File: src/rtl/id_ex_stage.sv
// ID/EX boundary: decodes a MIPS word into ALU operands/controls behind a two-entry skid buffer.
// Optional writeback bypass at capture is enabled by defining OPERAND_BYPASS_EN.
module id_ex_stage (
  input  logic        clk,
  input  logic        rst_n,
  input  logic        in_valid,
  output logic        in_ready,
  input  logic [31:0] in_instr,
  input  logic [31:0] in_rs_data,
  input  logic [31:0] in_rt_data,
  input  logic        flush,
  input  logic        ex_wr,
  input  logic [4:0]  ex_dest,
  input  logic [31:0] ex_result,
  output logic        out_valid,
  input  logic        out_ready,
  output logic [31:0] value1,
  output logic [31:0] value2,
  output logic [5:0]  opcode,
  output logic [5:0]  func,
  output logic [4:0]  out_dest,
  output logic        out_illegal,
  output logic [15:0] issued_count
);

  typedef struct packed {
    logic [31:0] v1;
    logic [31:0] v2;
    logic [5:0]  op;
    logic [5:0]  fn;
    logic [4:0]  dst;
    logic        ill;
  } entry_t;

  localparam logic [5:0] OP_RTYPE = 6'd0;
  localparam logic [5:0] OP_ADDI  = 6'd8;
  localparam logic [5:0] OP_ADDIU = 6'd9;
  localparam logic [5:0] OP_ANDI  = 6'd12;
  localparam logic [5:0] OP_ORI   = 6'd13;

  entry_t      dec, main_q, skid_q;
  logic        main_vld, skid_vld;
  logic        accept, deliver;
  logic [5:0]  d_op, d_fn;
  logic [4:0]  d_rs, d_rt, d_rd;
  logic [15:0] d_imm;
  logic [31:0] rs_val, rt_val;
  logic        fn_ok;

  assign d_op  = in_instr[31:26];
  assign d_fn  = in_instr[5:0];
  assign d_rs  = in_instr[25:21];
  assign d_rt  = in_instr[20:16];
  assign d_rd  = in_instr[15:11];
  assign d_imm = in_instr[15:0];

`ifdef OPERAND_BYPASS_EN
  // rt is only a source operand for R-type; for I-type it names the destination
  always_comb begin
    rs_val = in_rs_data;
    rt_val = in_rt_data;
    if (ex_wr && (ex_dest != 5'd0) && (ex_dest == d_rs))
      rs_val = ex_result;
    if (ex_wr && (ex_dest != 5'd0) && (ex_dest == d_rt) && (d_op == OP_RTYPE))
      rt_val = ex_result;
  end
`else
  logic unused_bypass;
  assign unused_bypass = ^{ex_wr, ex_dest, ex_result};
  assign rs_val = in_rs_data;
  assign rt_val = in_rt_data;
`endif

  always_comb begin
    fn_ok = 1'b0;
    case (d_fn)
      6'd32, 6'd33, 6'd36, 6'd37, 6'd24: fn_ok = 1'b1;
      default:                           fn_ok = 1'b0;
    endcase
  end

  always_comb begin
    dec    = '0;
    dec.op = d_op;
    case (d_op)
      OP_RTYPE: begin
        dec.fn = d_fn;
        if (fn_ok) begin
          dec.v1  = rs_val;
          dec.v2  = rt_val;
          dec.dst = d_rd;
        end else begin
          dec.ill = 1'b1;
        end
      end
      OP_ADDI, OP_ADDIU: begin
        dec.v1  = rs_val;
        dec.v2  = {{16{d_imm[15]}}, d_imm};
        dec.dst = d_rt;
      end
      OP_ANDI, OP_ORI: begin
        dec.v1  = rs_val;
        dec.v2  = {16'd0, d_imm};
        dec.dst = d_rt;
      end
      default: dec.ill = 1'b1;
    endcase
  end

  // in_ready depends only on registered state, so out_ready never reaches it combinationally
  assign in_ready = ~skid_vld;
  assign accept   = in_valid & in_ready;
  assign deliver  = main_vld & out_ready;

  always_ff @(posedge clk or negedge rst_n) begin
    if (!rst_n) begin
      main_vld <= 1'b0;
      skid_vld <= 1'b0;
      main_q   <= '0;
      skid_q   <= '0;
    end else if (flush) begin
      main_vld <= 1'b0;
      skid_vld <= 1'b0;
    end else if (!main_vld || deliver) begin
      // skid full implies in_ready=0, so no accept competes with the skid refill
      if (skid_vld) begin
        main_q   <= skid_q;
        main_vld <= 1'b1;
        skid_vld <= 1'b0;
      end else if (accept) begin
        main_q   <= dec;
        main_vld <= 1'b1;
      end else begin
        main_vld <= 1'b0;
      end
    end else if (accept) begin
      skid_q   <= dec;
      skid_vld <= 1'b1;
    end
  end

  always_ff @(posedge clk or negedge rst_n) begin
    if (!rst_n)       issued_count <= 16'd0;
    else if (deliver) issued_count <= issued_count + 16'd1;
  end

  assign out_valid   = main_vld;
  assign value1      = main_q.v1;
  assign value2      = main_q.v2;
  assign opcode      = main_q.op;
  assign func        = main_q.fn;
  assign out_dest    = main_q.dst;
  assign out_illegal = main_q.ill;

endmodule

File: config.mk
export PLATFORM = sky130hd
export DESIGN_NAME = id_ex_stage
export DESIGN_NICKNAME = d
export VERILOG_FILES = /design/src/rtl/id_ex_stage.sv
export SDC_FILE = /design/constraint.sdc
export NUM_CORES = 1
export LEC_CHECK = 0
export CORE_MARGIN = 5
export CORE_UTILIZATION = 43
export DETAILED_ROUTE_END_ITERATION = 7
export HOLD_SLACK_MARGIN = 0.12
export PLACE_DENSITY = 0.83
export SYNTH_ARGS = -nofsm -noshare
export SYNTH_HDL_FRONTEND = slang
export SYNTH_SLANG_ARGS = --single-unit
File: constraint.sdc
create_clock -name clk -period 1.88 [get_ports clk]
set_clock_uncertainty 0.15 [all_clocks]
set_input_delay 0.282 -clock clk [delete_from_list [all_inputs] [get_ports clk]]
set_output_delay 0.282 -clock clk [all_outputs]
set_load 0.05 [all_outputs]
==> results of run 1 <==
[cells by family (layout without fill, tap and decap cells)]
kind of cell / count (synthesis) / in the layout / share of synthesized area
AO/OA/AOI/OAI: 223 / 223 / 0.182
buffers and inverters: 68 / 330 / 0.0377
adder cells (fa/ha/maj): 1 / 1 / 0.00152
AND/OR/NAND/NOR: 297 / 297 / 0.160
other: 0 / 1 / 0
flip-flops: 182 / 182 / 0.555
XOR/XNOR: 15 / 15 / 0.0160
multiplexers: 39 / 39 / 0.0477
[path summary, 6_finish.rpt]
path	end	from	slack, ns
worst min register to register	skid_q[0]	skid_q[0]	0.33
worst max register to register	skid_q[61]	skid_vld	0.01
max in group asynchronous	value1[7]	rst_n	0.73
worst max-delay path	skid_q[61]	skid_vld	0.01
min in group asynchronous	value2[22]	rst_n	0.22
worst min-delay path	skid_q[13]	in_instr[27]	0.11
[metal layers]
| layer | up-vias | share of wire | track usage |
|---|---|---|---|
| met5 | - | 0 | 0 |
| met4 | 0 | 0.032 | 0.0924 |
| met3 | 47 | 0.059 | 0.0344 |
| met2 | 282 | 0.49 | 0.357 |
| met1 | 3598 | 0.41 | 0.288 |
| li1 | 3416 | - | - |
[critical path, cell delays in order, from the launching register on]
cell and delay [ns]:
sky130_fd_sc_hd__dfrtp_4 0.49, sky130_fd_sc_hd__nand2b_4 0.16, sky130_fd_sc_hd__or3_4 0.37, sky130_fd_sc_hd__a211oi_4 0.20, sky130_fd_sc_hd__buf_4 0.17, sky130_fd_sc_hd__buf_12 0.14
sky130_fd_sc_hd__a21oi_1 0.06
[flip-flops by register name, summed over array words and instances, names as in the netlist]
signal	count
value2	32
skid_vld	1
opcode	6
skid_q	82
value1	32
out_valid	1
func	6
out_illegal	1
out_dest	5
issued_count	16
[power by group]
part	switching (mW)	internal (mW)
registers	0.397	4.52
logic	1.90	1.19
clock network	1.50	2.09
[area by class of cell]
type | instances | area share
diodes | 1 | 0.000210
clock buffers | 20 | 0.0366
clock inverters | 11 | 0.0126
inverters | 3 | 0.00199
multi-input cells | 575 | 0.295
flip-flops and latches | 182 | 0.382
well taps | 234 | 0.0245
repair buffers | 296 | 0.247
[through the flow]
step           setup TNS (ns)  worst slack [ns]  utilization  hold slack [ns]
3_5_place_dp           -61.92            -0.508        0.577            0.105
6_report                    0            0.0112        0.636            0.114
5_1_grt                -0.761           -0.0395        0.636            0.139
2_1_floorplan          -0.426           -0.0142            -           -0.164
3_3_place_gp           -59.06            -0.443        0.577            0.100
4_1_cts                     0           0.00137        0.616            0.152
[cells in the final DEF (no fill, tap or decap), types with 3 or more instances in the layout]
master and count:
sky130_fd_sc_hd__mux2i_1 38, sky130_fd_sc_hd__dfrtp_2 3, sky130_fd_sc_hd__nor3_1 12, sky130_fd_sc_hd__nand2_1 134, sky130_fd_sc_hd__xnor2_1 11, sky130_fd_sc_hd__dfrtp_1 178
sky130_fd_sc_hd__clkbuf_1 3, sky130_fd_sc_hd__a21o_1 10, sky130_fd_sc_hd__buf_12 21, sky130_fd_sc_hd__bufinv_16 3, sky130_fd_sc_hd__a2bb2oi_1 8, sky130_fd_sc_hd__a22o_1 9
sky130_fd_sc_hd__o21ai_1 3, sky130_fd_sc_hd__clkbuf_16 24, sky130_fd_sc_hd__nand4_1 5, sky130_fd_sc_hd__and3_1 11, sky130_fd_sc_hd__dlymetal6s2s_1 6, sky130_fd_sc_hd__clkdlybuf4s50_1 85
sky130_fd_sc_hd__and2_1 11, sky130_fd_sc_hd__buf_4 157, sky130_fd_sc_hd__or3_4 5, sky130_fd_sc_hd__a22oi_1 10, sky130_fd_sc_hd__nand3_1 34, sky130_fd_sc_hd__nor2_1 72
sky130_fd_sc_hd__o21a_1 10, sky130_fd_sc_hd__a211oi_1 23, sky130_fd_sc_hd__a21oi_1 54, sky130_fd_sc_hd__dlygate4sd2_1 3, sky130_fd_sc_hd__nor3_4 3, sky130_fd_sc_hd__a31o_2 9
sky130_fd_sc_hd__a31oi_1 20, sky130_fd_sc_hd__dlygate4sd3_1 4, sky130_fd_sc_hd__o22a_1 8, sky130_fd_sc_hd__buf_6 10, sky130_fd_sc_hd__a211oi_2 17, sky130_fd_sc_hd__xor2_1 4
sky130_fd_sc_hd__o21ai_0 33
[what timing repair did]
item	4_1_cts	5_1_grt
endpoints found under the hold margin	182	5
buffers inserted	2	6
pin swaps	4	14
resized for setup	18	37
cloned	2	8
hold buffers	1	3
setup endpoints to repair	65	129
==> insert_results.sql, run 1 <==
INSERT INTO impl_metrics (metric_group, metric, value, unit) VALUES
('outcome', 'run_status', 'complete, no violations', ''),
('clock_network', 'cts_buffers', '17', ''),
('detailed_routing', 'detailed_route_wl', '25600', 'microns'),
('cells_and_area', 'final-instance-count-excl-fill', '1322', ''),
('power_and_ir_drop', 'totalPowerFinal', '11.6', 'mW'),
('power_and_ir_drop', 'total_leakage_power', '5.40', 'nW'),
('critical_path', 'timing.critical_path.required', '2.04', 'ns'),
('detailed_routing', 'routed_antenna_nets', '0', ''),
('cells_and_area', 'design.final.nets', '1215', ''),
('grt', 'grt_pass1_wl', '38500', 'microns'),
('sta', 'fmaxAchievable', '0.535', 'GHz'),
('floorplanning', 'design.die.area', '21900', 'sq um'),
('detailed_routing', 'firstDrtPassIters', '5', ''),
('grt', 'antenna_found_initial', '1', ''),
('sta', 'max_slew.worst_pin.slew', '0.505', 'ns'),
('detailed_routing', 'avgViaCountPerCell', '5.55', ''),
('sta', 'finalSetupViolCount', '0', ''),
('detailed_routing', 'via_count', '7343', ''),
('critical_path', 'endpoint_kind', 'flip-flop', ''),
('clock_network', 'path_clk_slew', '0.06', 'ns'),
('min_path', 'min-delay-path-class', 'primary input to flip-flop', ''),
('floorplanning', 'core.rowCount', '50', ''),
('logic_synthesis', 'synth_top_flop_cell', 'sky130_fd_sc_hd__dfrtp_1', ''),
('logic_synthesis', 'ys_types', '48', ''),
('clock_network', 'tritoncts', 'done', ''),
('floorplanning', 'initial_core_util', '0.437', ''),
('power_and_ir_drop', 'worst_vdd_ir', '608', 'uV'),
('placed_design', 'dpl-instance-area', '10800', 'sq um'),
('clock_network', 'clock_tree.buffer_depth', '2', ''),
('floorplanning', 'dieWidth', '148', 'microns'),
('cells_and_area', 'final_layout_size_suffix_gt1_frac', '0.255', ''),
('placed_design', 'dp_hpwl', '16300', 'microns'),
('placed_design', 'place_congestion', '0.795', ''),
('detailed_routing', 'drc', '0', ''),
('sta', 'finalCritPeriodShare', '0.994', ''),
('logic_synthesis', 'yosys_top_cell_by_area', 'sky130_fd_sc_hd__dfrtp_1', ''),
('critical_path', 'worst_reg2reg_path_depth', '6', ''),
('grt', 'grt_pass1_vias', '7371', ''),
('logic_synthesis', 'postSynthNetCount', '965', ''),
('logic_synthesis', 'synthCells', '825', ''),
('logic_synthesis', 'synth-seq-area-share', '0.555', ''),
('grt', 'grt_max_degree', '53', ''),
('logic_synthesis', 'synth-warning-count', '0', ''),
('run', 'total_of_max_cap_violations', '0', ''),
('logic_synthesis', 'synth_edf_count', '0', ''),
('detailed_routing', 'drt_iter0_drc', '482', ''),
('cells_and_area', 'syn_to_final_growth', '45.3', '%'),
('floorplanning', 'io_pins', '239', ''),
('cells_and_area', 'nFillCells', '1463', ''),
('sta', 'timing_hold_violations_final', '0', ''),
('logic_synthesis', 'synth.ff_latch_count', '182', ''),
('power_and_ir_drop', 'power.density_cell_area', '972', 'nW/um^2'),
('clock_network', 'cts_num_sinks', '182', ''),
('logic_synthesis', 'synth_top_cells_by_count', 'sky130_fd_sc_hd__dfrtp_1 (182), sky130_fd_sc_hd__nand2_1 (134), sky130_fd_sc_hd__nor2_1 (73)', ''),
('detailed_routing', 'avgRoutedWirePerCell', '19.3', 'microns'),
('critical_path', 'critPathLaunchType', 'flip-flop', ''),
('cells_and_area', 'fin_area', '11900', 'sq um'),
('logic_synthesis', 'async_reset_ff_frac', '1.00', ''),
('cells_and_area', 'area.sequential', '4560', 'sq um'),
('floorplanning', 'core_area', '18800', 'sq um'),
('critical_path', 'critical_path_class', 'flip-flop to flip-flop', ''),
('logic_synthesis', 'syn_area_per_cell', '9.95', 'sq um'),
('critical_path', 'worst_ep_arrival_time', '2.03', 'ns'),
('grt', 'grtUsageTotal', '0.217', ''),
('logic_synthesis', 'yosys.area.top_type_share', '0.555', ''),
('grt', 'overflow', '0', ''),
('sta', 'grt_setup_unrepaired', 'yes', ''),
('logic_synthesis', 'synthTopCellsByArea', 'sky130_fd_sc_hd__dfrtp_1 (55%), sky130_fd_sc_hd__nand2_1 (6.1%), sky130_fd_sc_hd__mux2i_1 (4.6%), sky130_fd_sc_hd__a211oi_1 (3.6%), sky130_fd_sc_hd__nor2_1 (3.3%)', ''),
('clock_network', 'clkLatencyLatePin', '0.43', 'ns'),
('min_path', 'min_delay_path_depth', '4', ''),
('clock_network', 'cts_htree_levels', '4', '');
(Power assumes the default switching activity.)
==> run 2, diff against run 1 <==
--- a/config.mk
+++ b/config.mk
@@ -7,6 +7,7 @@
 export LEC_CHECK = 0
 export CORE_MARGIN = 5
 export CORE_UTILIZATION = 43
+export CTS_CLUSTER_DIAMETER = 60
 export DETAILED_ROUTE_END_ITERATION = 7
 export HOLD_SLACK_MARGIN = 0.12
 export PLACE_DENSITY = 0.83
==> results of run 2 <==
Final layout, timing and power as in run 1 (identical DEF).
==> run 3, diff against run 2 <==
--- a/config.mk
+++ b/config.mk
@@ -10,7 +10,7 @@
 export CTS_CLUSTER_DIAMETER = 60
 export DETAILED_ROUTE_END_ITERATION = 7
 export HOLD_SLACK_MARGIN = 0.12
-export PLACE_DENSITY = 0.83
+export PLACE_DENSITY = 0.87
 export SYNTH_ARGS = -nofsm -noshare
 export SYNTH_HDL_FRONTEND = slang
 export SYNTH_SLANG_ARGS = --single-unit
==> insert_results.sql, run 3 (synthesis results as in run 1) <==
INSERT INTO impl_metrics (metric_group, metric, value, unit) VALUES
('floorplanning', 'initial_core_util', '0.437', ''),
('floorplanning', 'dieHeight', '148', 'microns'),
('sta', 'fmaxAchievable', '0.531', 'GHz'),
('sta', 'timing_hold_violations_final', '0', ''),
('placed_design', 'place_congestion', '0.850', ''),
('detailed_routing', 'firstDrtPassIters', '5', ''),
('critical_path', 'crit_path_max_fanout', '17', ''),
('sta', 'timing.max_slew.rel_slack', '0.599', ''),
('power_and_ir_drop', 'total_leakage_power', '5.33', 'nW'),
('critical_path', 'setup.reg_to_reg.worst_slack', '-0.002', 'ns'),
('clock_network', 'cts_htree_levels', '4', ''),
('placed_design', 'dp_hpwl', '16400', 'microns'),
('outcome', 'run_status', 'finished, violations left', ''),
('cells_and_area', 'final_layout_size_suffix_gt1_frac', '0.261', ''),
('clock_network', 'cts_num_sinks', '182', ''),
('cells_and_area', 'layout.cells.most_common', 'sky130_fd_sc_hd__dfrtp_1', ''),
('cells_and_area', 'largest_reg_flops', '82', ''),
('sta', 'final_period_minus_worst_setup_slack', '1.88', 'ns'),
('grt', 'grt_pass1_wl', '38800', 'microns'),
('critical_path', 'timing.critical_path.required', '2.02', 'ns'),
('power_and_ir_drop', 'power.density_cell_area', '965', 'nW/um^2'),
('floorplanning', 'core.rowCount', '50', ''),
('cells_and_area', 'design.final.nets', '1209', ''),
('detailed_routing', 'routed_antenna_nets', '0', ''),
('detailed_routing', 'via_count', '7477', ''),
('grt', 'grt_pass1_vias', '7481', ''),
('detailed_routing', 'drc', '0', ''),
('critical_path', 'critPathLaunchType', 'flip-flop', ''),
('detailed_routing', 'detailed_route_wl', '25400', 'microns'),
('sta', 'finalCritPeriodShare', '1.00', ''),
('grt', 'grtUsageTotal', '0.218', ''),
('placed_design', 'numPortBuffers', '195', ''),
('cells_and_area', 'most-common-layout-cells', 'sky130_fd_sc_hd__dfrtp_1 (178), sky130_fd_sc_hd__buf_4 (151), sky130_fd_sc_hd__nand2_1 (134)', ''),
('floorplanning', 'design.die.area', '21900', 'sq um'),
('cells_and_area', 'largest_register', 'skid_q', ''),
('floorplanning', 'io_pins', '239', ''),
('clock_network', 'tritoncts', 'done', ''),
('sta', 'max_slew.worst_pin.slew', '0.601', 'ns'),
('sta', 'finalSetupViolCount', '1', ''),
('grt', 'grt_max_degree', '66', ''),
('critical_path', 'endpoint_kind', 'flip-flop', ''),
('min_path', 'min_delay_path_depth', '4', ''),
('clock_network', 'cts_buffers', '17', ''),
('critical_path', 'r2r_end', 'value1[30]', ''),
('run', 'total_of_max_cap_violations', '0', ''),
('detailed_routing', 'avgViaCountPerCell', '5.68', ''),
('floorplanning', 'dieWidth', '148', 'microns'),
('min_path', 'min-delay-path-class', 'primary input to flip-flop', ''),
('cells_and_area', 'syn_to_final_growth', '44.6', '%'),
('sta', 'timing.final.max_slew_violations', '0', ''),
('cells_and_area', 'inserted_diodes', '0', ''),
('grt', 'antenna_found_initial', '0', ''),
('min_path', 'whs_endpoint', 'skid_q[17]', ''),
('sta', 'worst_slack', '-0.00234', 'ns'),
('clock_network', 'path_clk_slew', '0.07', 'ns'),
('sta', 'grt_setup_unrepaired', 'yes', ''),
('critical_path', 'worst_ep_arrival_time', '2.02', 'ns'),
('power_and_ir_drop', 'totalPowerFinal', '11.5', 'mW'),
('detailed_routing', 'drt_iter0_drc', '499', ''),
('detailed_routing', 'avgRoutedWirePerCell', '19.3', 'microns'),
('min_path', 'worst_hold_startpoint', 'in_instr[31]', ''),
('critical_path', 'critical_path_class', 'flip-flop to flip-flop', ''),
('grt', 'overflow', '0', ''),
('critical_path', 'timing.rr.start', 'skid_vld', ''),
('power_and_ir_drop', 'worst_vdd_ir', '559', 'uV'),
('floorplanning', 'core_area', '18800', 'sq um'),
('cells_and_area', 'nFillCells', '1443', ''),
('clock_network', 'clkLatencyLatePin', '0.43', 'ns'),
('outcome', 'failing_checks', 'setup timing', ''),
('clock_network', 'clockRootBuffer', 'sky130_fd_sc_hd__clkbuf_16', ''),
('critical_path', 'worst_reg2reg_path_depth', '6', ''),
('cells_and_area', 'final_core_util', '0.632', ''),
('clock_network', 'clock_tree.buffer_depth', '2', '');
run 3: layer usage:
metal	wire length (microns)	track usage
met5	0	0
met4	703	0.0794
met3	1370	0.0454
met2	12000	0.349
met1	11300	0.296
run 3: worst max-delay path: stages, from the launching register on:
cell	delay, ns
sky130_fd_sc_hd__dfrtp_4	0.48
sky130_fd_sc_hd__nand2b_4	0.17
sky130_fd_sc_hd__or3_4	0.39
sky130_fd_sc_hd__a211oi_4	0.17
sky130_fd_sc_hd__buf_6	0.17
sky130_fd_sc_hd__buf_12	0.16
sky130_fd_sc_hd__a211oi_1	0.06
run 3: cell type report:
cell class / count / area, sq um / share of cell area
Clock buffer: 22 / 474 / 0.0400
Clock inverter: 10 / 97.6 / 0.00822
Inverter: 3 / 23.8 / 0.00200
Multi-Input combinational cell: 575 / 3530 / 0.298
Sequential cell: 182 / 4560 / 0.384
Tap cell: 234 / 293 / 0.0247
Timing Repair Buffer: 290 / 2890 / 0.243
run 3: timing repair:
item	in CTS	in global routing
hold buffers	1	3
endpoints found under the setup margin	135	102
pin swaps	6	9
resized for setup	25	43
buffers inserted	9	3
gates cloned	1	8
hold endpoints to repair	182	4
run 3: worst max-delay path by stage:
stage | slack (ns) | end | start | cells past startpoint
6_report | -0.002 | value1[30] | skid_vld | 6
5_1_grt | -0.08 | skid_q[4] | in_instr[0] | 7
4_1_cts | 0.002 | value2[25] | in_instr[31] | 7
3_5_place_dp | -0.59 | value2[25] | in_instr[30] | 7
3_3_place_gp | -0.48 | value2[27] | in_instr[30] | 7
2_1_floorplan | -0.01 | skid_q[51] | out_valid | 5
run 3: power by group:
| part | total [mW] | switching [mW] | internal, mW |
|---|---|---|---|
| Combinational | 3.06 | 1.90 | 1.16 |
| Sequential | 4.92 | 0.403 | 4.52 |
| Clock | 3.48 | 1.54 | 1.94 |
| Total | 11.5 | 3.84 | 7.62 |
run 3: through the flow:
step	area, sq um	TNS (ns)	setup slack, ns	std cells	hold slack [ns]
6_report	11900	-0.00234	-0.00234	1316	0.115
5_1_grt	11900	-1.87	-0.0792	1316	0.134
4_1_cts	11500	0	0.00169	1303	0.126
3_5_place_dp	10700	-71.12	-0.585	1260	0.0535
3_3_place_gp	10700	-66.79	-0.484	1260	0.0478
2_1_floorplan	8260	-0.426	-0.0142	825	-0.164
